`src/rtl/biquad_pkg.sv`:
```
// Shared constants and types for the biquad coefficient front-end.
// Coefficients are signed Q2.8, so COEF_ONE is the encoding of 1.0.
package biquad_pkg;

  localparam int COEF_W    = 10;
  localparam int COEF_FRAC = 8;
  localparam int COEF_ONE  = 256;

  localparam logic [2:0] ADDR_B0 = 3'd0;
  localparam logic [2:0] ADDR_B1 = 3'd1;
  localparam logic [2:0] ADDR_B2 = 3'd2;
  localparam logic [2:0] ADDR_A1 = 3'd3;
  localparam logic [2:0] ADDR_A2 = 3'd4;

  typedef enum logic [1:0] {
    IDLE    = 2'd0,
    CHECK   = 2'd1,
    PENDING = 2'd2
  } coef_state_t;

endpackage

```
`src/rtl/biquad_coef_loader_if.sv`:
```
// Valid/ready write port into the shadow coefficient bank.
interface biquad_coef_loader_if #(
  parameter int CW = 10
);
  logic                 wr_valid;
  logic                 wr_ready;
  logic [2:0]           wr_addr;
  logic signed [CW-1:0] wr_data;

  modport master (output wr_valid, output wr_addr, output wr_data, input wr_ready);
  modport slave  (input wr_valid, input wr_addr, input wr_data, output wr_ready);
endinterface

```
`src/rtl/biquad_stab_check.sv`:
```
// Combinational biquad stability-triangle test on a1/a2.
// Stable iff -1 < a2 < 1 and |a1| < 1 + a2, evaluated losslessly in CW+2 bits.
module biquad_stab_check
  import biquad_pkg::*;
#(
  parameter int CW = COEF_W
) (
  input  logic signed [CW-1:0] a1,
  input  logic signed [CW-1:0] a2,
  output logic                 stable
);

  logic signed [CW+1:0] a1_x;
  logic signed [CW+1:0] a2_x;
  logic signed [CW+1:0] a1_abs;
  logic signed [CW+1:0] one_x;

  // Two extra bits keep |-512| and 256+a2 exact without wrapping.
  assign a1_x   = $signed({{2{a1[CW-1]}}, a1});
  assign a2_x   = $signed({{2{a2[CW-1]}}, a2});
  assign one_x  = $signed((CW+2)'(COEF_ONE));
  assign a1_abs = a1_x[CW+1] ? -a1_x : a1_x;

  assign stable = (a2_x > -one_x) && (a2_x < one_x) && (a1_abs < (one_x + a2_x));

endmodule

```
`src/rtl/biquad_coef_loader.sv`:
```
// Shadow/active coefficient banks with a stability-checked, sample-aligned
// atomic swap so the filter never sees a mixed coefficient set.
module biquad_coef_loader
  import biquad_pkg::*;
#(
  parameter int                   CW     = COEF_W,
  parameter logic signed [CW-1:0] RST_B0 = 10'sd256,
  parameter logic signed [CW-1:0] RST_B1 = '0,
  parameter logic signed [CW-1:0] RST_B2 = '0,
  parameter logic signed [CW-1:0] RST_A1 = '0,
  parameter logic signed [CW-1:0] RST_A2 = '0
) (
  input  logic                 clk,
  input  logic                 rst_n,
  biquad_coef_loader_if.slave  bus,
  input  logic                 commit_req,
  input  logic                 sample_tick,
  input  logic                 err_clr,
  output logic signed [CW-1:0] b0,
  output logic signed [CW-1:0] b1,
  output logic signed [CW-1:0] b2,
  output logic signed [CW-1:0] a1,
  output logic signed [CW-1:0] a2,
  output logic                 coef_updated,
  output logic                 busy,
  output logic [1:0]           err
);

  localparam logic signed [CW-1:0] RST_VAL [5] = '{RST_B0, RST_B1, RST_B2, RST_A1, RST_A2};

  coef_state_t          state, state_next;
  logic signed [CW-1:0] shadow [5];
  logic signed [CW-1:0] active [5];
  logic                 stable;
  logic                 wr_fire;
  logic                 addr_ok;
  logic                 apply;
  logic [1:0]           err_set;

  biquad_stab_check #(.CW(CW)) u_stab (
    .a1     (shadow[ADDR_A1]),
    .a2     (shadow[ADDR_A2]),
    .stable (stable)
  );

  assign wr_fire = bus.wr_valid && bus.wr_ready;
  assign addr_ok = (bus.wr_addr <= ADDR_A2);
  assign apply   = (state == PENDING) && sample_tick;
  assign err_set = {wr_fire && !addr_ok, (state == CHECK) && !stable};

  always_ff @(posedge clk or negedge rst_n) begin
    if (!rst_n) begin
      state <= IDLE;
    end else begin
      state <= state_next;
    end
  end

  // The shadow bank only accepts writes in IDLE, so it is frozen while checked or pending.
  always_comb begin
    state_next   = state;
    bus.wr_ready = (state == IDLE);
    busy         = (state != IDLE);
    unique case (state)
      IDLE:    if (commit_req)  state_next = CHECK;
      CHECK:   state_next = stable ? PENDING : IDLE;
      PENDING: if (sample_tick) state_next = IDLE;
      default: state_next = IDLE;
    endcase
  end

  always_ff @(posedge clk or negedge rst_n) begin
    if (!rst_n) begin
      shadow <= RST_VAL;
    end else if (wr_fire && addr_ok) begin
      shadow[bus.wr_addr] <= bus.wr_data;
    end
  end

  always_ff @(posedge clk or negedge rst_n) begin
    if (!rst_n) begin
      active       <= RST_VAL;
      coef_updated <= 1'b0;
    end else begin
      coef_updated <= apply;
      if (apply) begin
        active <= shadow;
      end
    end
  end

  // A same-cycle clear wins over any new error.
  always_ff @(posedge clk or negedge rst_n) begin
    if (!rst_n) begin
      err <= 2'b00;
    end else if (err_clr) begin
      err <= 2'b00;
    end else begin
      err <= err | err_set;
    end
  end

  assign b0 = active[ADDR_B0];
  assign b1 = active[ADDR_B1];
  assign b2 = active[ADDR_B2];
  assign a1 = active[ADDR_A1];
  assign a2 = active[ADDR_A2];

endmodule

```
`src/flat_wrapper.sv`:
```
// flat-port wrapper written by rule: the top's interface ports become plain ports
module biquad_coef_loader_flat import biquad_pkg::*;
#(
  parameter int                   CW     = COEF_W,
  parameter logic signed [CW-1:0] RST_B0 = 10'sd256,
  parameter logic signed [CW-1:0] RST_B1 = '0,
  parameter logic signed [CW-1:0] RST_B2 = '0,
  parameter logic signed [CW-1:0] RST_A1 = '0,
  parameter logic signed [CW-1:0] RST_A2 = '0
)
  (clk, rst_n, commit_req, sample_tick, err_clr, b0, b1, b2, a1, a2, coef_updated, busy, err, bus_wr_valid, bus_wr_addr, bus_wr_data, bus_wr_ready);
  biquad_coef_loader_if #(.CW(CW)) bus_i ();
  input  logic clk;
  input  logic rst_n;
  input  logic commit_req;
  input  logic sample_tick;
  input  logic err_clr;
  output logic signed [CW-1:0] b0;
  output logic signed [CW-1:0] b1;
  output logic signed [CW-1:0] b2;
  output logic signed [CW-1:0] a1;
  output logic signed [CW-1:0] a2;
  output logic coef_updated;
  output logic busy;
  output logic [1:0] err;
  input wire logic [$bits(bus_i.wr_valid)-1:0] bus_wr_valid;
  input wire logic [$bits(bus_i.wr_addr)-1:0] bus_wr_addr;
  input wire logic [$bits(bus_i.wr_data)-1:0] bus_wr_data;
  output wire logic [$bits(bus_i.wr_ready)-1:0] bus_wr_ready;
  assign bus_i.wr_valid = bus_wr_valid;
  assign bus_i.wr_addr = bus_wr_addr;
  assign bus_i.wr_data = bus_wr_data;
  assign bus_wr_ready = bus_i.wr_ready;
  biquad_coef_loader #(.CW(CW), .RST_B0(RST_B0), .RST_B1(RST_B1), .RST_B2(RST_B2), .RST_A1(RST_A1), .RST_A2(RST_A2)) u_core (.clk(clk), .rst_n(rst_n), .bus(bus_i), .commit_req(commit_req), .sample_tick(sample_tick), .err_clr(err_clr), .b0(b0), .b1(b1), .b2(b2), .a1(a1), .a2(a2), .coef_updated(coef_updated), .busy(busy), .err(err));
endmodule
```
`config.mk`:
```
export PLATFORM = sky130hd
export DESIGN_NAME = biquad_coef_loader_flat
export DESIGN_NICKNAME = d
export VERILOG_FILES = /design/src/rtl/biquad_pkg.sv /design/src/rtl/biquad_coef_loader_if.sv /design/src/rtl/biquad_stab_check.sv /design/src/rtl/biquad_coef_loader.sv /design/src/flat_wrapper.sv
export SDC_FILE = /design/constraint.sdc
export NUM_CORES = 1
export LEC_CHECK = 0
export ABC_AREA = 1
export BUFFER_PORTS_ARGS = -buffer_cell sky130_fd_sc_hd__clkbuf_2
export CAP_MARGIN = 20
export CELL_PAD_IN_SITES_DETAIL_PLACEMENT = 2
export CELL_PAD_IN_SITES_GLOBAL_PLACEMENT = 2
export CORE_MARGIN = 2
export CORE_UTILIZATION = 36
export CTS_CLUSTER_DIAMETER = 30
export DETAILED_ROUTE_END_ITERATION = 6
export GPL_TIMING_DRIVEN = 0
export PLACE_DENSITY_LB_ADDON = 0.1
export SYNTH_ARGS = -nofsm -noshare
export SYNTH_HDL_FRONTEND = slang
export SYNTH_SLANG_ARGS = --single-unit
```
`constraint.sdc`:
```
create_clock -name clk -period 3.75 [get_ports clk]
set_input_delay 0.375 -clock clk [delete_from_list [all_inputs] [get_ports clk]]
set_output_delay 0.375 -clock clk [all_outputs]
set_load 0.01 [all_outputs]
```
==> results.txt, run 1 <==
Status -> finished, final reports clean
Final setup violation count -> 0
Proportion of layout cells with a drive suffix above 1 -> 19.6%
Die Width -> 115 um
NetSw -> 1800 uW
Clock Tree Buf Depth -> 2
H-tree depth -> 3
#FFs+latches synth -> 105
Syn Inst Count -> 498
Post-Place Cells -> 740
Comb pwr share -> 36.2%
PostCTS Resize Cnt -> 0
DIE HEIGHT -> 115 um
Setup TNS Final -> 0 ns
PD cells -> 881 nW/um2
Max Cap Violations -> 0
Root Buffer -> clkbuf_16
WP data arrival -> 3.09 ns
Core Box Area -> 12100 um2
Clk Latency, worst-skew pair -> 0.35 ns
Initial antenna violation count -> 0
VDD IR-drop max -> 0.257 mV
Rows -> 40
Register area share after synthesis -> 59.1%
Port bufs -> 73
Fmax -> 356 MHz
Final wirelength -> 12500 um
Initial core utilization -> 36.9%
# diodes -> 0
Vias in the first global route -> 3964
Most frequent cells in the layout -> nand2_1, dfrtp_1, clkbuf_2
Non-Filler Instances -> 756
First-pass GRT wire length -> 20600 um
RSZ-0062 raised after global routing -> no
CTS Buf Count -> 9
Cts hold-fix bufs -> 0
GRT Overall Usage -> 20.4%
Yosys cell types -> 27
Drt pass-1 iters -> 4
Final Cell Area -> 5350 um2
Hpwl dp -> 8890 um
Postcts setup bufs -> 0
Ys Warns -> 0
Clock tree from TritonCTS -> built
Total congestion overflow -> 0
DRC viols -> 0
Pint -> 2910 uW
Clock-pin transition on the worst setup and hold timing paths -> 0.07 ns
Routed length per placed instance -> 16.6 um
Pleak -> 0.00288 uW
DRT iter0 DRCs -> 135
Area grow syn2layout -> 20.1%
Worst Hold Class -> input pin to async pin
Cell Area, Placed -> 5040 um2
Actual slew at the worst max-slew pin -> 0.858 ns
Data required, critical path -> 4.03 ns
Clock power share -> 20.9%
Clk_skew -> 0.00622 ns
Seq pwr share -> 43.0%
Final Hold Fails -> 0
Via density -> 4.75
Tmin final -> 2.81 ns
Switching share of power -> 38.2%
Critical path class -> flip-flop to flip-flop
Largest net degree at the start of global routing -> 106
Fin. max-slew vios -> 0
# IOs -> 74
Slew headroom -> 42.8%
Final nets -> 617
Final antenna-violating net count -> 0
Critical path capture point type -> flip-flop
Vias -> 3590
Filler cell count -> 1320
Final worst-path cycle share -> 74.9%
Post-Syn Area -> 4450 um2
Final core utilization -> 44.3%
Commonest non-fill, non-tap cell in the layout -> nand2_1
CP max FO -> 3
Clk sinks -> 105
CP Launch Type -> flip-flop
Die ar. -> 13300 um2
Mean Syn Cell Area -> 8.94 um2
Final Wtd Congestion -> 0.751
## final cells by class
type	count	area (um2)	share of cell area [%]
clock inverters	4	51.3	0.960
repair buffers	73	374	7.00
well taps	168	210	3.93
clock buffers	12	256	4.80
inverters	48	180	3.37
multi-input cells	326	1550	28.9
flip-flops and latches	105	2630	49.2
plain buffers	20	97.6	1.83
## power groups by stage
stage          sequential (uW)  combinational (uW)  clock [uW]
6_report                  2020                1710         982
5_1_grt                   2100                2000        1050
4_1_cts                   2030                1760        1010
3_5_place_dp              2040                1720           0
3_3_place_gp              2010                1630           0
2_1_floorplan             2090                 956           0
## kinds of logic (layout without fill, tap and decap cells)
family	after synthesis	after routing	synth area share (%)
AO/OA/AOI/OAI	78	78	8.97
XOR/XNOR	7	7	1.38
buffers and inverters	68	157	6.24
flip-flops	105	105	59.1
adder cells (fa/ha/maj)	15	15	4.22
other	1	2	0.0843
AND/OR/NAND/NOR	224	224	20.0
## synth_stat cells
library cell	instances	share of area, %
nand2_1	192	16
nor3_1	3	0.34
a31oi_1	3	0.42
dfstp_2	2	1.2
dfrtp_1	103	58
buf_2	15	1.7
nand3_1	6	0.67
nor2_4	1	0.25
inv_2	1	0.084
xor2_1	7	1.4
nand3_2	1	0.22
nor4_1	2	0.28
nor2_1	11	0.93
nand2_2	1	0.14
buf_4	1	0.17
o21ai_0	29	3.3
a21oi_1	3	0.34
o21ai_1	41	4.6
or2_2	2	0.28
clkbuf_1	4	0.34
ha_1	15	4.2
o22ai_1	1	0.14
inv_1	47	4.0
a21oi_2	1	0.20
nor2_2	2	0.28
nand4_1	3	0.42
conb_1	1	0.084
## per-layer routing
metal	part of all wire, %	GRT usage, %
met3	2.2	2.74
met1	46	26.6
met5	0	0
met2	51	35.5
met4	1.2	6.27
## through the flow
step	worst slack, ns	hold slack, ns	total power (uW)
2_1_floorplan	1.58	0.0794	3050
3_3_place_gp	0.833	0.456	3640
3_5_place_dp	1.14	0.463	3760
4_1_cts	0.960	0.168	4800
5_1_grt	0.787	0.187	5150
6_report	0.940	0.107	4710
## worst paths after layout
path / start / to / slack, ns / cells past startpoint
max reg2reg: u_core.shadow[11]$_DFFE_PN0P_ / u_core.err[0]$_DFF_PN0_ / 0.94 / 17
max: u_core.shadow[11]$_DFFE_PN0P_ / u_core.err[0]$_DFF_PN0_ / 0.94 / 17
min: rst_n / u_core.a1[1]$_DFFE_PN0P_ / 0.11 / 1
max in group asynchronous: rst_n / u_core.b2[5]$_DFFE_PN0P_ / 3.03 / 1
min reg2reg: u_core.shadow[41]$_DFFE_PN0P_ / u_core.b0[1]$_DFFE_PN0P_ / 0.48 / 2
min in group clk: commit_req / u_core.state[0]$_DFFE_PN0P_ / 0.23 / 3
## registers in the layout, indices dropped and copies added, names as in the netlist
register	count
u_core.state	2
u_core.b2	10
u_core.coef_updated	1
u_core.a1	10
u_core.shadow	50
u_core.b0	10
u_core.a2	10
u_core.b1	10
u_core.err	2
## worst max-delay path, cell delays in order (launching register included)
cell	delay, ns
dfrtp_1	0.41
inv_1	0.13
ha_1	0.20
inv_1	0.07
nor4_1	0.44
a31oi_1	0.20
xor2_1	0.19
ha_1	0.29
nand2_1	0.07
nor2_2	0.10
nand2_1	0.08
nor2_1	0.10
nand2_1	0.09
nand2_1	0.07
nand2_1	0.06
nand3_2	0.08
nand2_2	0.05
a21oi_2	0.10
Power figures use the tool's default switching activity.
==> inputs of run 2 (changes only) <==
--- a/config.mk
+++ b/config.mk
@@ -5,13 +5,13 @@
 export SDC_FILE = /design/constraint.sdc
 export NUM_CORES = 1
 export LEC_CHECK = 0
-export ABC_AREA = 1
+export ABC_AREA = 0
 export BUFFER_PORTS_ARGS = -buffer_cell sky130_fd_sc_hd__clkbuf_2
 export CAP_MARGIN = 20
 export CELL_PAD_IN_SITES_DETAIL_PLACEMENT = 2
 export CELL_PAD_IN_SITES_GLOBAL_PLACEMENT = 2
 export CORE_MARGIN = 2
-export CORE_UTILIZATION = 36
+export CORE_UTILIZATION = 33
 export CTS_CLUSTER_DIAMETER = 30
 export DETAILED_ROUTE_END_ITERATION = 6
 export GPL_TIMING_DRIVEN = 0
==> constraint.sdc (replaced) <==
create_clock -name clk -period 2.26 [get_ports clk]
set_input_delay 0.226 -clock clk [delete_from_list [all_inputs] [get_ports clk]]
set_output_delay 0.226 -clock clk [all_outputs]
set_load 0.01 [all_outputs]
==> results.txt, run 2 <==
Status -> complete, but fails checks (was finished, final reports clean)
Failing checks -> hold timing, setup timing
NetSw -> 2940 uW (was 1800 uW)
Fin. max-slew vios -> 0 (unchanged)
Port bufs -> 73 (unchanged)
Clock power share -> 21.5% (was 20.9%)
Post-synth top area share -> 58.0% (was 57.9%)
Data required, critical path -> 2.50 ns (was 4.03 ns)
Clock-pin transition on the worst setup and hold timing paths -> 0.08 ns (was 0.07 ns)
Final setup violation count -> 2 (was 0)
Die ar. -> 14400 um2 (was 13300 um2)
Largest register FFs -> 50 (unchanged)
Final Hold Fails -> 22 (was 0)
Fmax -> 340 MHz (was 356 MHz)
Worst Hold Class -> input pin to async pin (unchanged)
Clock tree from TritonCTS -> built (unchanged)
Root Buffer -> clkbuf_16 (unchanged)
Post-synth top flop -> dfrtp_1 (unchanged)
CP Launch Type -> flip-flop (unchanged)
WP data arrival -> 3.18 ns (was 3.09 ns)
Via density -> 4.72 (was 4.75)
Switching share of power -> 36.7% (was 38.2%)
#FFs+latches synth -> 105 (unchanged)
Proportion of layout cells with a drive suffix above 1 -> 29.2% (was 19.6%)
Cts hold-fix bufs -> 0 (unchanged)
Final worst-path cycle share -> 130% (was 74.9%)
CTS Buf Count -> 9 (unchanged)
Routed length per placed instance -> 17.3 um (was 16.6 um)
Area grow syn2layout -> 22.9% (was 20.1%)
Final wirelength -> 11600 um (was 12500 um)
Final worst slack -> -0.681 ns (was 0.940 ns)
Yosys cell types -> 37 (was 27)
Sequential cell area -> 2630 um2 (about the same)
VDD IR-drop max -> 0.486 mV (was 0.257 mV)
Total congestion overflow -> 0 (unchanged)
Post-synth EDFFs -> 0 (unchanged)
Final antenna-violating net count -> 0 (unchanged)
DRT iter0 DRCs -> 91 (was 135)
Clk sinks -> 105 (unchanged)
Synth async-reset ratio -> 100% (unchanged)
GRT Overall Usage -> 17.7% (was 20.4%)
PD cells -> 1470 nW/um2 (was 881 nW/um2)
Area contributors post-synth -> dfrtp_1, nand2_1, mux2_2 (was dfrtp_1, nand2_1, o21ai_1)
Non-Filler Instances -> 672 (was 756)
# diodes -> 0 (unchanged)
Core Box Area -> 13200 um2 (was 12100 um2)
Die Width -> 120 um (was 115 um)
Post-synth top cells -> nand2_1, dfrtp_1, mux2_2 (was nand2_1, dfrtp_1, inv_1)
Initial antenna violation count -> 0 (unchanged)
Post-Place Cells -> 651 (was 740)
Vias in the first global route -> 3658 (was 3964)
Post-Syn Area -> 4440 um2 (was 4450 um2)
Most frequent cells in the layout -> nand2_1, dfrtp_1, clkbuf_2 (unchanged)
DP Worst Slack -> -0.870 ns (was 1.14 ns)
Yosys top cell by area -> dfrtp_1 (unchanged)
Hpwl dp -> 8190 um (was 8890 um)
Initial core utilization -> 33.7% (was 36.9%)
Ys Warns -> 0 (unchanged)
First-pass GRT wire length -> 19600 um (was 20600 um)
Comb pwr share -> 36.9% (was 36.2%)
DRC viols -> 0 (unchanged)
Final Wtd Congestion -> 0.724 (was 0.751)
Critical path class -> flip-flop to flip-flop (unchanged)
CP max FO -> 2 (was 3)
Critical path capture point type -> flip-flop (unchanged)
Pleak -> 0.00277 uW (was 0.00288 uW)
Register area share after synthesis -> 59.2% (was 59.1%)
DIE HEIGHT -> 120 um (was 115 um)
Commonest non-fill, non-tap cell in the layout -> nand2_1 (unchanged)
Rows -> 42 (was 40)
Largest net degree at the start of global routing -> 106 (unchanged)
Area of the multi-input gates -> 1750 um2 (was 1550 um2)
Mean Syn Cell Area -> 11.1 um2 (was 8.94 um2)
Clk Latency, worst-skew pair -> 0.35 ns (about the same)
Cell with the most instances after synthesis -> nand2_1 (unchanged)
Max Cap Violations -> 0 (unchanged)
Clock Tree Buf Depth -> 2 (unchanged)
Clk_skew -> 0.00795 ns (was 0.00622 ns)
Top reg by flops -> u_core.shadow (unchanged)
Worst R2R Setup Slack -> -0.68 ns (was 0.94 ns)
RSZ-0062 raised after global routing -> yes (was no)
H-tree depth -> 3 (unchanged)
# IOs -> 74 (unchanged)
Actual slew at the worst max-slew pin -> 0.849 ns (was 0.858 ns)
Syn Inst Count -> 401 (was 498)
Final nets -> 525 (was 617)
Vias -> 3169 (was 3590)
Slew headroom -> 43.4% (was 42.8%)
Pint -> 5070 uW (was 2910 uW)
Drt pass-1 iters -> 3 (was 4)
Seq pwr share -> 41.6% (was 43.0%)
Filler cell count -> 1403 (was 1320)
Hold WS -> -0.0176 ns (was 0.107 ns)
Tmin final -> 2.94 ns (was 2.81 ns)
## run 2: cell count changes after synthesis, sizes merged, moves of 3 or more
cell / change
a31oi: -3
nand2b: +3
buf: -14
clkbuf: +7
nor2: -6
o41ai: +3
mux2: +50
nand3: -4
inv: -31
xnor2: +8
nand2: -58
xor2: -7
o21ai: -56
## run 2: worst paths after layout
| path | endpoint | from | cells past startpoint |
|---|---|---|---|
| max | u_core.state[1]$_DFFE_PN0P_ | u_core.shadow[15]$_DFFE_PN0P_ | 10 |
| max reg2reg | u_core.state[1]$_DFFE_PN0P_ | u_core.shadow[15]$_DFFE_PN0P_ | 10 |
| max in group asynchronous | u_core.shadow[12]$_DFFE_PN0P_ | rst_n | 1 |
| min in group clk | u_core.err[1]$_DFF_PN0_ | err_clr | 2 |
| min reg2reg | u_core.b0[8]$_DFFE_PN1P_ | u_core.shadow[48]$_DFFE_PN1P_ | 2 |
| min | u_core.a1[3]$_DFFE_PN0P_ | rst_n | 1 |
## run 2: routing by layer
metal  part of all wire, %  vias to the layer above  track usage [%]  routed length (um)
met5                     0                        -                0                   0
met4                   1.1                        0             4.71                 123
met3                   2.6                        9             3.56                 303
met2                    53                       43             30.9                6140
met1                    44                     1629             22.2                5070
li1                      -                     1488                -                   -
## run 2: layout make-up
cell class | instances | share of cell area (%)
sequential | 105 | 48.2
multi-input combinational | 267 | 32.1
timing repair buffer | 78 | 7.54
clock buffer | 9 | 4.13
tap | 176 | 4.03
clock inverter | 7 | 1.83
inverter | 17 | 1.17
buffer | 13 | 0.940
## run 2: cell families (layout without fill, tap and decap cells)
| kind of cell | after synthesis | in the layout | synth area share (%) |
|---|---|---|---|
| AOI/OAI and AO/OA | 29 | 29 | 4.45 |
| xor gates and xnor gates | 8 | 8 | 1.58 |
| adders and majority gates | 15 | 15 | 4.23 |
| buffers and inverters | 30 | 124 | 2.59 |
| DFF | 105 | 105 | 59.2 |
| muxes | 50 | 50 | 12.7 |
| other | 1 | 2 | 0.0844 |
| and+or+nand+nor | 163 | 163 | 15.2 |
## run 2: stage by stage
step / area, um2 / utilization (%) / total power, uW / hold WS, ns / TNS, ns
floorplan: 4450 / - / 5030 / -0.0696 / -0.966
global placement: 5040 / 38.2 / 5990 / 0.413 / -57.57
detailed placement: 5050 / 38.3 / 6190 / 0.403 / -1.72
CTS: 5420 / 41.1 / 8060 / 0.0339 / -1.47
global route: 5460 / 41.4 / 8670 / 0.0501 / -1.61
finish: 5460 / 41.4 / 8010 / -0.0176 / -1.35
## run 2: repair_timing
action	in CTS	in global routing
gates resized for setup	5	5
gates cloned	0	0
pin swaps	1	2
setup buffers	4	1
setup endpoints to repair	2	2
## run 2: power groups by stage
| stage | logic [uW] | clock network, uW | registers [uW] |
|---|---|---|---|
| after detailed placement | 2800 | 0 | 3390 |
| after global placement | 2650 | 0 | 3340 |
| after floorplan | 1630 | 0 | 3400 |
| after CTS | 2950 | 1780 | 3340 |
| final | 2950 | 1720 | 3330 |
| after global routing | 3360 | 1840 | 3470 |
## run 2: worst max-delay path, cell delays in order (launching register included)
cell	delay, ns
dfrtp_1	0.42
or4_4	0.55
or2_4	0.26
nor4b_4	0.24
ha_1	0.29
a21o_1	0.20
a21oi_2	0.15
nor2_2	0.06
a2111oi_4	0.23
xnor2_2	0.12
o41ai_2	0.31
